## config.mk

```make
export PLATFORM = sky130hd
export DESIGN_NAME = regfile_wb_arbiter
export DESIGN_NICKNAME = d
export VERILOG_FILES = /design/src/rtl/regfile_wb_arbiter.sv
export SDC_FILE = /design/constraint.sdc
export NUM_CORES = 1
export LEC_CHECK = 0
export ABC_AREA = 1
export CORE_AREA = 2 2 112 92
export CTS_CLUSTER_DIAMETER = 120
export DETAILED_ROUTE_END_ITERATION = 12
export DIE_AREA = 0 0 114 94
export HOLD_SLACK_MARGIN = 0.1
export PLACE_DENSITY = 0.83
export SKIP_CTS_REPAIR_TIMING = 1
export SLEW_MARGIN = 20
export SYNTH_ARGS = -nofsm -noshare
export SYNTH_HDL_FRONTEND = slang
export SYNTH_SLANG_ARGS = --single-unit
```

## constraint.sdc

```tcl
create_clock -name clk -period 2.1 [get_ports clk]
set_input_delay 0.525 -clock clk [delete_from_list [all_inputs] [get_ports clk]]
set_output_delay 0.525 -clock clk [all_outputs]
set_load 0.05 [all_outputs]
```

## src/rtl/regfile_wb_arbiter.sv

```systemverilog
// regfile_wb_arbiter: shares the RF write port between pipeline WB (A) and long-latency WB (B) with a busy scoreboard; WB_BYPASS_EN adds decode forwarding
module regfile_wb_arbiter #(
  parameter int STARVE_LIMIT = 4,
  parameter int CNT_W = 3
) (
  input  logic        clk,
  input  logic        rst,
  input  logic        a_valid,
  input  logic [4:0]  a_rd,
  input  logic [31:0] a_data,
  output logic        a_stall,
  input  logic        b_valid,
  input  logic [4:0]  b_rd,
  input  logic [31:0] b_data,
  output logic        b_ready,
  input  logic        iss_en,
  input  logic [4:0]  iss_rd,
  input  logic [4:0]  chk_rs1,
  input  logic [4:0]  chk_rs2,
`ifdef WB_BYPASS_EN
  input  logic [31:0] rs1_rdata,
  input  logic [31:0] rs2_rdata,
  output logic [31:0] rs1_fwd,
  output logic [31:0] rs2_fwd,
`endif
  output logic        hazard,
  output logic        waw,
  output logic        rf_wb_en,
  output logic [4:0]  rf_rd,
  output logic [31:0] rf_wb_data
);
  typedef enum logic {NORM, FORCE} state_t;
  state_t state, state_nxt;
  logic [CNT_W-1:0] cnt, cnt_nxt;
  logic grant_a, grant_b, starve;
  logic [31:0] busy, busy_nxt, set_v, clr_v;
  // Arbitration: A has priority unless B has been starved into a one-cycle FORCE window
  always_comb begin
    grant_b = (state == FORCE) ? b_valid : (b_valid & ~a_valid);
    grant_a = (state == FORCE) ? (a_valid & ~b_valid) : a_valid;
    starve = b_valid & ~grant_b & (cnt == CNT_W'(STARVE_LIMIT - 1));
    cnt_nxt = (b_valid & ~grant_b & ~starve) ? cnt + 1'b1 : '0;
    state_nxt = starve ? FORCE : NORM;
    b_ready = grant_b;
    a_stall = a_valid & ~grant_a;
  end
  // Scoreboard update: a same-cycle issue to the index being retired keeps it busy
  always_comb begin
    set_v = 32'(iss_en & (|iss_rd)) << iss_rd;
    clr_v = 32'(grant_b) << b_rd;
    busy_nxt = ((busy & ~clr_v) | set_v) & ~32'd1;
    hazard = busy[chk_rs1] | busy[chk_rs2];
    waw = iss_en & busy[iss_rd];
  end
  // FSM state, starvation counter and scoreboard registers
  always_ff @(posedge clk or negedge rst) begin
    if (!rst) begin
      state <= NORM;
      cnt <= '0;
      busy <= '0;
    end else begin
      state <= state_nxt;
      cnt <= cnt_nxt;
      busy <= busy_nxt;
    end
  end
  // Registered write port; writes to x0 complete the handshake but never reach the RF
  always_ff @(posedge clk or negedge rst) begin
    if (!rst) begin
      rf_wb_en <= 1'b0;
      rf_rd <= '0;
      rf_wb_data <= '0;
    end else begin
      rf_wb_en <= (grant_a & (|a_rd)) | (grant_b & (|b_rd));
      if (grant_a & (|a_rd)) begin
        rf_rd <= a_rd;
        rf_wb_data <= a_data;
      end else if (grant_b & (|b_rd)) begin
        rf_rd <= b_rd;
        rf_wb_data <= b_data;
      end
    end
  end
`ifdef WB_BYPASS_EN
  // Forward the write in flight so decode sees it in the RF write-then-read cycle
  always_comb begin
    rs1_fwd = (rf_wb_en && rf_rd == chk_rs1 && chk_rs1 != 5'd0) ? rf_wb_data : rs1_rdata;
    rs2_fwd = (rf_wb_en && rf_rd == chk_rs2 && chk_rs2 != 5'd0) ? rf_wb_data : rs2_rdata;
  end
`endif
endmodule

```

==> key figures <==
Logic synthesis
  • Mux cell area share after synthesis: 0
  • Sequential share of the synthesized area: 0.406
  • Post-Syn Nets: 726
  • Adder-Cell Fraction of Synth Area: 0.00557
  • Seq cells post-synth: 73
  • Largest family of logic cells by synthesized area: simple AND/OR/NAND/NOR gates
  • Synthesized area: 0.00450 sq mm
  • Avg Cell Area, Syn: 7.14 sq um
  • Synth cell types: 28
  • Simple-Gate Fraction of Synth Area: 0.305
  • Synth Area in XOR/XNOR: 0
  • Synth Area in Compound Gates: 0.190
  • Synth warn: 0
  • Post-Synthesis Cells: 630

Hold path
  • Worst hold path class: primary input to async pin

Finish
  • Filler cells: 727
  • Synth-to-Final Area Change: 51.3%
  • Total Nets Final: 905
  • ANT cells: 0
  • Fin util: 0.714
  • Final instance area: 0.00680 sq mm
  • Layout cells sized above 1: 0.190

Clock network
  • Cts bufs inserted: 9
  • CTS tree: done
  • Clk slew on worst S/H paths: about 0.05 ns
  • Root Buffer: clkbuf_16
  • CTS Buffer Depth: 2
  • Clock Latency Late Sink: 0.33 ns
  • Clock Sinks: 73
  • H-tree Lvls: 3

Setup path
  • Critical path class: primary input to output port
  • CP endpoint kind: output port
  • Worst Setup Start Kind: primary input
  • Most Frequent Cell on Critical Path: nand2_1
  • WP data arrival: 1.68 ns
  • Buf/Inv on CP: 2
  • Crit-path slowest cell: clkdlybuf4s50_1
  • CP Data Required Time: 1.57 ns
  • Worst Path Max Fanout: 3
  • Critical Path Max Stage Delay: about 0.59 ns
  • Sequence of cells on the critical path: clkdlybuf4s50_1 > nand2_1 > nor2_1 > nand2_1 > nand2_2 > nor2_4 > buf_12
  • Delay-heaviest family, CP: buffers and inverters

Drt
  • Routed via count: 5261
  • Drt wl/cell: roughly 17 um
  • Drt pass-1 iters: 5
  • DRT antenna net count: 0
  • WL final: 16300 um
  • Initial drt markers: 512
  • Vias per inst: 5.64
  • DRC: 0

Power
  • Power Internal: 3430 uW
  • Combinational share of power: 0.326
  • Sw Pwr: around 1900 uW
  • Net Sw Frac: 0.359
  • VDD IR-drop max: 684 uV
  • Power per cell area: 787 mW/mm^2
  • Leak Pwr: approximately 0.0031 uW
  • Sequential share of power: 0.363
  • Clock share of power: 0.312

Die
  • Die Wd: approximately 110 um
  • FP Rows: 32
  • Die height: 94 um
  • Die area: 0.0107 sq mm
  • Num ports: 136
  • Starting Density: 0.472
  • Total core area: 0.00953 sq mm

Global routing
  • Grt total ovfl: 0
  • First-pass GRT wire length: 25600 um
  • Antenna violations before repair: 0
  • Total GRT Usage: 0.310
  • Vias in the first global route: ~5000
  • Largest net degree at the start of global routing: 74

Timing
  • Period utilisation layout: 1.05
  • Setup ws final: -0.101 ns
  • Minimum clock period: 2.20 ns
  • Final TNS setup: -0.101 ns
  • Tightest Pin Transition: roughly 0.54 ns
  • Max transition margin: 0.640
  • Clock Skew: 0.00244 ns
  • Fmax: 454 MHz
  • Max-slew violation count: 0
  • Final hold violations: 0
  • # setup viols final: 1
  • Unrepaired setup endpoints after global routing: true

Run status
  • Failing checks: setup timing
  • Outcome: finished, violations left

Placed design
  • Final HPWL from detailed placement: 12300 um
  • Pre-CTS setup slack: -0.453 ns
  • Port-buffer cells: 135
  • Dpl cell area: 0.00633 sq mm
  • GPL Wtd Cong: 1.01

Job
  • Max_cap viols: 0
[through the flow]
step                      total power, uW  cells  hold WS, ns
after floorplan                      2800    630        0.229
after global placement               3590    910        0.422
after detailed placement             3620    910        0.445
after CTS                            5300    926        0.230
after global routing                 5580    933        0.249
final                                5350    933        0.214
[metal layers]
metal | GRT usage | vias up | wire, um
met4 | 0.0803 | 0 | 445
met1 | 0.430 | 2476 | 6660
met5 | 0 | - | 0
li1 | - | 2429 | -
met3 | 0.0703 | 43 | 1670
met2 | 0.494 | 313 | 7500
[cell usage after synthesis, drive strengths merged]
cell type / number / share of area
ha: 2 / 0.0056
clkbuf: 10 / 0.0086
or2: 4 / 0.0056
buf: 21 / 0.035
nand4: 7 / 0.0097
o31ai: 8 / 0.013
nand2: 171 / 0.15
nand3: 79 / 0.091
inv: 58 / 0.050
clkinv: 1 / 0.00083
a21oi: 3 / 0.0042
nor2: 62 / 0.052
o21ai: 126 / 0.16
dfrtp: 73 / 0.41
o211ai: 5 / 0.0084
[worst register-to-register path, delay by kind of cell, from the launching register on]
| family | cells | cell delay, ns |
|---|---|---|
| flip-flops | 1 | 0.38 |
| AO/OA/AOI/OAI | 2 | 0.32 |
| AND/OR/NAND/NOR | 5 | 0.68 |
[final timing paths]
path / slack (ns) / cells after the start / endpoint / start
setup / recovery: -0.10 / 7 / waw / iss_rd[4]
setup reg to reg: 0.59 / 7 / busy[30] / state
hold / removal: 0.21 / 2 / rf_wb_en / rst
hold reg to reg: 0.44 / 1 / cnt[0] / cnt[0]
max in group asynchronous: 1.58 / 2 / busy[22] / rst
min in group clk: 0.44 / 1 / cnt[0] / cnt[0]
[logic make-up (layout without fill, tap and decap cells)]
kind of cell | Yosys count | count (layout)
buffers and inverters | 90 | 274
adder cells (fa/ha/maj) | 2 | 2
flip-flops | 73 | 73
AND/OR/NAND/NOR | 323 | 323
AO/OA/AOI/OAI | 142 | 142
[placed cells by master (no fill, tap or decap), drive strengths merged]
cell type / n
clkbuf: 14
clkdlybuf4s50: 116
a21oi: 3
nand4: 7
o211ai: 5
buf: 70
inv: 56
clkinv: 3
o31ai: 8
ha: 2
or2: 4
dlymetal6s2s: 8
dfrtp: 73
nor2: 62
nand3: 79
o21ai: 126
bufinv: 2
nand2: 171
clkinvlp: 5
[power by group through the flow]
stage               logic, uW  clock network (uW)  registers (uW)
floorplan                 673                   0            2130
global placement         1650                   0            1930
detailed placement       1680                   0            1930
CTS                      1690                1690            1910
global route             1870                1750            1950
finish                   1740                1670            1940
[registers in the layout, summed over array words and instances (netlist names)]
signal and flops:
rf_wb_data 32, rf_rd 5, rf_wb_en 1, state 1, cnt 3, busy 31
[final cells by class]
cell class	instances	area, sq um	area share
repair inverters	2	15.0	0.00221
clock buffers	11	253	0.0372
well taps	119	149	0.0219
multi-input cells	467	2300	0.338
clock inverters	5	77.6	0.0114
flip-flops and latches	73	1830	0.269
repair buffers	197	1940	0.285
inverters	59	236	0.0348
Note: power is estimated with default switching activity, not from simulation.
==> patch 1 (same settings) <==
Set the parameter `CNT_W` to 5 (it was 3).
--- a/src/rtl/regfile_wb_arbiter.sv
+++ b/src/rtl/regfile_wb_arbiter.sv
@@ -3,3 +3,3 @@
   parameter int STARVE_LIMIT = 4,
-  parameter int CNT_W = 3
+  parameter int CNT_W = 5
 ) (
Formal check against the unedited RTL: no difference found for any inputs over 10 cycles, from zero or initial values and one cycle with rst low; that may be too few to reach the edited logic, so the function may still have changed.
==> patch 1 against the unedited design <==
The run still ends with setup timing left; non-clock buffer count is 3 higher; synthesized area is 0.81% lower; total power is 0.26% higher; worst setup slack better by 0.046 ns; synthesized cell count is 1.3% higher; routed wire length is 3.8% higher; sequential cell count is 2 higher; fmax is 2.1% higher; design area is 0.92% higher; largest power group unchanged; highest routed layer unchanged.
==> patch 1: results (changes against the unedited design) <==
Timing
  • Final Hold Slack: 0.209 ns (was 0.214 ns)
  • Setup ws final: -0.0544 ns (was -0.101 ns)
  • # setup viols final: 2 (was 1)
  • Worst slew margin: 63.4% (was 64.0%)

Routing
  • Met3 Wirelength: 1840 um (was 1670 um)
  • Via density per instance: 5.61 (was 5.64)
  • DR iter-0 viols: 489 (was 512)
  • WL met2: 7610 um (was 7500 um)
  • Met1 wire length: 7000 um (was 6660 um)
  • WL final: 16900 um (was 16300 um)

Placed design
  • Placement Cell Area: 6310 um2 (was 6330 um2)
  • Gpl congestion: 1.00 (was 1.01)

Run status
  • Violated checks: setup timing (unchanged)
  • Status: finished with violations (unchanged)

Synthesis
  • Synth top area cells: dfrtp_1, nand2_1, o21ai_0 (unchanged)
  • Ys Warns: 0 (unchanged)
  • Post-synthesis sequential area ratio: 42.1% (was 40.6%)
  • Top cells by count, synth: nand2_1, o21ai_0, nand3_1 (unchanged)
  • Syn_nets: 733 (was 726)
  • Synth unique cells: 34 (was 28)

Run
  • Max-cap violations: 0 (unchanged)

Clock network
  • Num CTS Buffers: 9 (unchanged)
  • H-tree levels: 3 (unchanged)

Power
  • Static leakage: 0.00314 uW (was 0.00310 uW)

Global route
  • Largest net degree at the start of global routing: 76 (was 74)
  • Vias in the first global route: 5148 (was 5004)
  • GRT Resource Usage Total: 32.1% (was 31.0%)
  • First-pass GRT wire length: 26300 um (was 25600 um)

Setup path
  • CP peak stage delay: 0.41 ns (was 0.59 ns)
  • Crit path from: busy[11]$_DFF_PN0_ (was iss_rd[4])
  • R2r worst-path depth: 10 (was 7)
  • R2r setup slk: 0.49 ns (was 0.59 ns)
  • CP delay by family, top: simple AND/OR/NAND/NOR gates (was buffers and inverters)

Finish
  • Biggest regs: rf_wb_data x32, busy x31 (was rf_wb_data x32, busy x31, rf_rd x5)
  • Fin nets: 913 (was 905)
  • Layout cells sized above 1: 19.7% (was 19.0%)
## patch 1: cell types whose count changed after synthesis, sizes merged, moves of 4 or more
cell	change
clkbuf	+4
inv	+4
nand2	-15
nand3	+12
nor3	+5
o31ai	-5
## patch 1: cell type report
class	count	area [um2]
multi-input cells	467	2270
flip-flops and latches	75	1890
clock inverters	3	65.1
repair inverters	1	7.51
inverters	64	254
repair buffers	200	2000
well taps	119	149
fillers	764	2670
clock buffers	11	233
## patch 1: worst paths after layout
kind / end
max: waw
min: rf_wb_data[17]$_DFFE_PN0P_
max reg2reg: busy[20]$_DFF_PN0_
min reg2reg: cnt[0]$_DFF_PN0_
max in group asynchronous: busy[7]$_DFF_PN0_
min in group clk: cnt[0]$_DFF_PN0_
## patch 1: kinds of logic after synthesis
logic type,count (synthesis),share of synthesized area [%]
simple gates,321,30.6
compound gates,142,17.0
buf+inv,96,9.43
flops,75,42.1
xor+xnor,3,0.589
fa+ha+maj,1,0.281
## patch 1: per-layer routing
metal,GRT usage [%],up-vias
li1,-,2460
met1,43.4,2470
met2,48.6,295
met3,10.7,47
met4,10.6,0
met5,0,-
## patch 1: report_power, final
| part | switching, uW | total [uW] | internal, uW |
|---|---|---|---|
| registers | 294 | 1990 | 1690 |
| clock network | 579 | 1600 | 1030 |
| logic | 1070 | 1780 | 703 |
| total | 1940 | 5370 | 3420 |
## patch 1: metrics by stage
step / setup TNS, ns / cells / power, uW / worst slack, ns
after floorplan: 0 / 638 / 2790 / 0.0191
after global placement: -1.24 / 915 / 3590 / -0.474
after detailed placement: -1.95 / 915 / 3620 / -0.487
after CTS: -1.01 / 929 / 5220 / -0.496
after global routing: -0.248 / 940 / 5580 / -0.138
final: -0.0982 / 940 / 5370 / -0.0544
==> patch 2 (same settings) <==
Without the edit above. Make the reset (`rst`) synchronous in 2 clocked blocks.
--- a/src/rtl/regfile_wb_arbiter.sv
+++ b/src/rtl/regfile_wb_arbiter.sv
@@ -55,3 +55,3 @@
   // FSM state, starvation counter and scoreboard registers
-  always_ff @(posedge clk or negedge rst) begin
+  always_ff @(posedge clk) begin
     if (!rst) begin
@@ -67,3 +67,3 @@
   // Registered write port; writes to x0 complete the handshake but never reach the RF
-  always_ff @(posedge clk or negedge rst) begin
+  always_ff @(posedge clk) begin
     if (!rst) begin
Formal check against the unedited RTL: differs if rst is asserted again (counterexample within 4 cycles, from zero or initial values and one cycle with rst low); with rst held inactive, the same outputs for 10 cycles.
==> patch 2 against the unedited design <==
Sequential share of layout area decreased by 4.5 points; core utilization shrank 2.9 points; routed wire length grew 2.1%; total power shrank 20%; sequential power is 23% lower; highest routed layer unchanged; the run still ends with setup timing left; sequential cell count stayed put; worst setup slack better by 0.055 ns; critical path depth grew 4; design area shrank 4.0%; synthesized area fell by 6.1%; count of clock-buffer cells in the layout shrank 2.
==> patch 2: results (changes against the unedited design) <==
Run status
  • Status: finished with violations (unchanged)
  • Violated checks: setup timing (unchanged)

Finish
  • Clock network share of area: 5.00% (was 4.86%)
  • Signal buf overhead: 30.4% (was 28.5%)
  • Multi-input logic portion of the cell area: 36.1% (was 33.8%)
  • Multi-input comb cells: 500 (was 467)
  • Sequential Area: 1470 um2 (was 1830 um2)
  • Layout cells sized above 1: 14.3% (was 19.0%)
  • Non-CTS buffers: 194 (was 197)
  • Fin nets: 935 (was 905)
  • Clock buf count: 9 (was 11)
  • Fill count: 773 (was 727)

Synthesis
  • Top cells by count, synth: nand2_1, nand3_1, o21ai_0 (was nand2_1, o21ai_0, nand3_1)
  • Main flop type after synthesis: dfxtp_1 (was dfrtp_1)
  • Async SR Flop Fraction: 0% (was 100%)
  • Post-synthesis sequential area ratio: 34.6% (was 40.6%)
  • Syn_nets: 770 (was 726)
  • Synth unique cells: 27 (was 28)
  • Avg Inst Size Synth: 6.26 um2 (was 7.14 um2)
  • Synth top area cells: dfxtp_1, nand2_1, nand3_1 (was dfrtp_1, nand2_1, o21ai_0)

Setup path
  • CP delay by family, top: simple AND/OR/NAND/NOR gates (was buffers and inverters)
  • Crit path DAT: 1.62 ns (was 1.68 ns)
  • Max FO, Critical Path: 16 (was 3)
  • Crit-path slowest cell: buf_4 (was clkdlybuf4s50_1)
  • CP peak stage delay: 0.23 ns (was 0.59 ns)

Timing
  • Worst Tran Pin Value: 0.608 ns (was 0.539 ns)
  • # setup viols final: 2 (was 1)
  • Setup ws final: -0.0459 ns (was -0.101 ns)

Placed design
  • Placement Cell Area: 6020 um2 (was 6330 um2)
  • Detailed placement HPWL: 11700 um (was 12300 um)
  • Place WS: -0.513 ns (was -0.453 ns)
  • Gpl congestion: 0.983 (was 1.01)

Routing
  • WL final: 16600 um (was 16300 um)
  • DR pass1 iterations: 6 (was 5)
  • Vias: 5566 (was 5261)
  • Via density per instance: 5.78 (was 5.64)
  • DR iter-0 viols: 653 (was 512)

Global route
  • GRT Resource Usage Total: 30.7% (was 31.0%)
  • Vias in the first global route: 5228 (was 5004)
  • First-pass GRT wire length: 25900 um (was 25600 um)

Power
  • Static leakage: 0.00269 uW (was 0.00310 uW)
  • Worst VDD drop: 0.525 mV (was 0.684 mV)

Worst hold path
  • HP Class: reg2reg (was in2async)
[patch 2: cell types whose count changed in the layout (fill, tap and decap cells not counted), sizes merged, moves of 4 or more]
cell,before,now
a21oi,3,72
buf,70,62
dfrtp,73,0
dfxtp,0,73
nand2,171,177
nand3,79,96
nand4,7,11
nor2,62,42
o211ai,5,9
o21ai,126,86
o31ai,8,0
or2,4,0
[patch 2: kinds of logic after synthesis]
logic type / after synthesis / synth area share, %
adders and majority gates: 2 / 0.593
AOI/OAI and AO/OA: 168 / 20.9
buffers and inverters: 101 / 10.3
DFF: 73 / 34.6
and+or+nand+nor: 330 / 33.6
[patch 2: final timing paths]
kind | startpoint | slack, ns | end | depth (start not counted)
min | cnt[0]$_SDFF_PN0_ | 0.42 | cnt[0]$_SDFF_PN0_ | 1
max reg2reg | state$_SDFF_PN0_ | 0.58 | busy[6]$_SDFF_PN0_ | 8
max | chk_rs2[0] | -0.05 | hazard | 11
min reg2reg | cnt[0]$_SDFF_PN0_ | 0.42 | cnt[0]$_SDFF_PN0_ | 1
[patch 2: layer usage]
metal,routed length [um],track usage [%]
met2,7600,49.5
met4,530,11.8
met5,0,0
met1,6720,39.3
met3,1780,8.00
[patch 2: per-stage QoR]
stage / util [%] / TNS, ns / hold slack [ns] / power [uW]
after floorplan: - / 0 / 0.399 / 2070
after global placement: 63.2 / -2.28 / 0.407 / 2540
after detailed placement: 63.2 / -3.41 / 0.426 / 2550
after CTS: 66.6 / -1.26 / 0.435 / 4230
after global routing: 68.5 / -0.243 / 0.470 / 4410
final: 68.5 / -0.0775 / 0.424 / 4270
[patch 2: power breakdown]
part	internal [uW]	switching, uW	leakage [uW]
registers	1450	39.6	0.000600
clock network	1050	638	0.000153
logic	468	623	0.00194
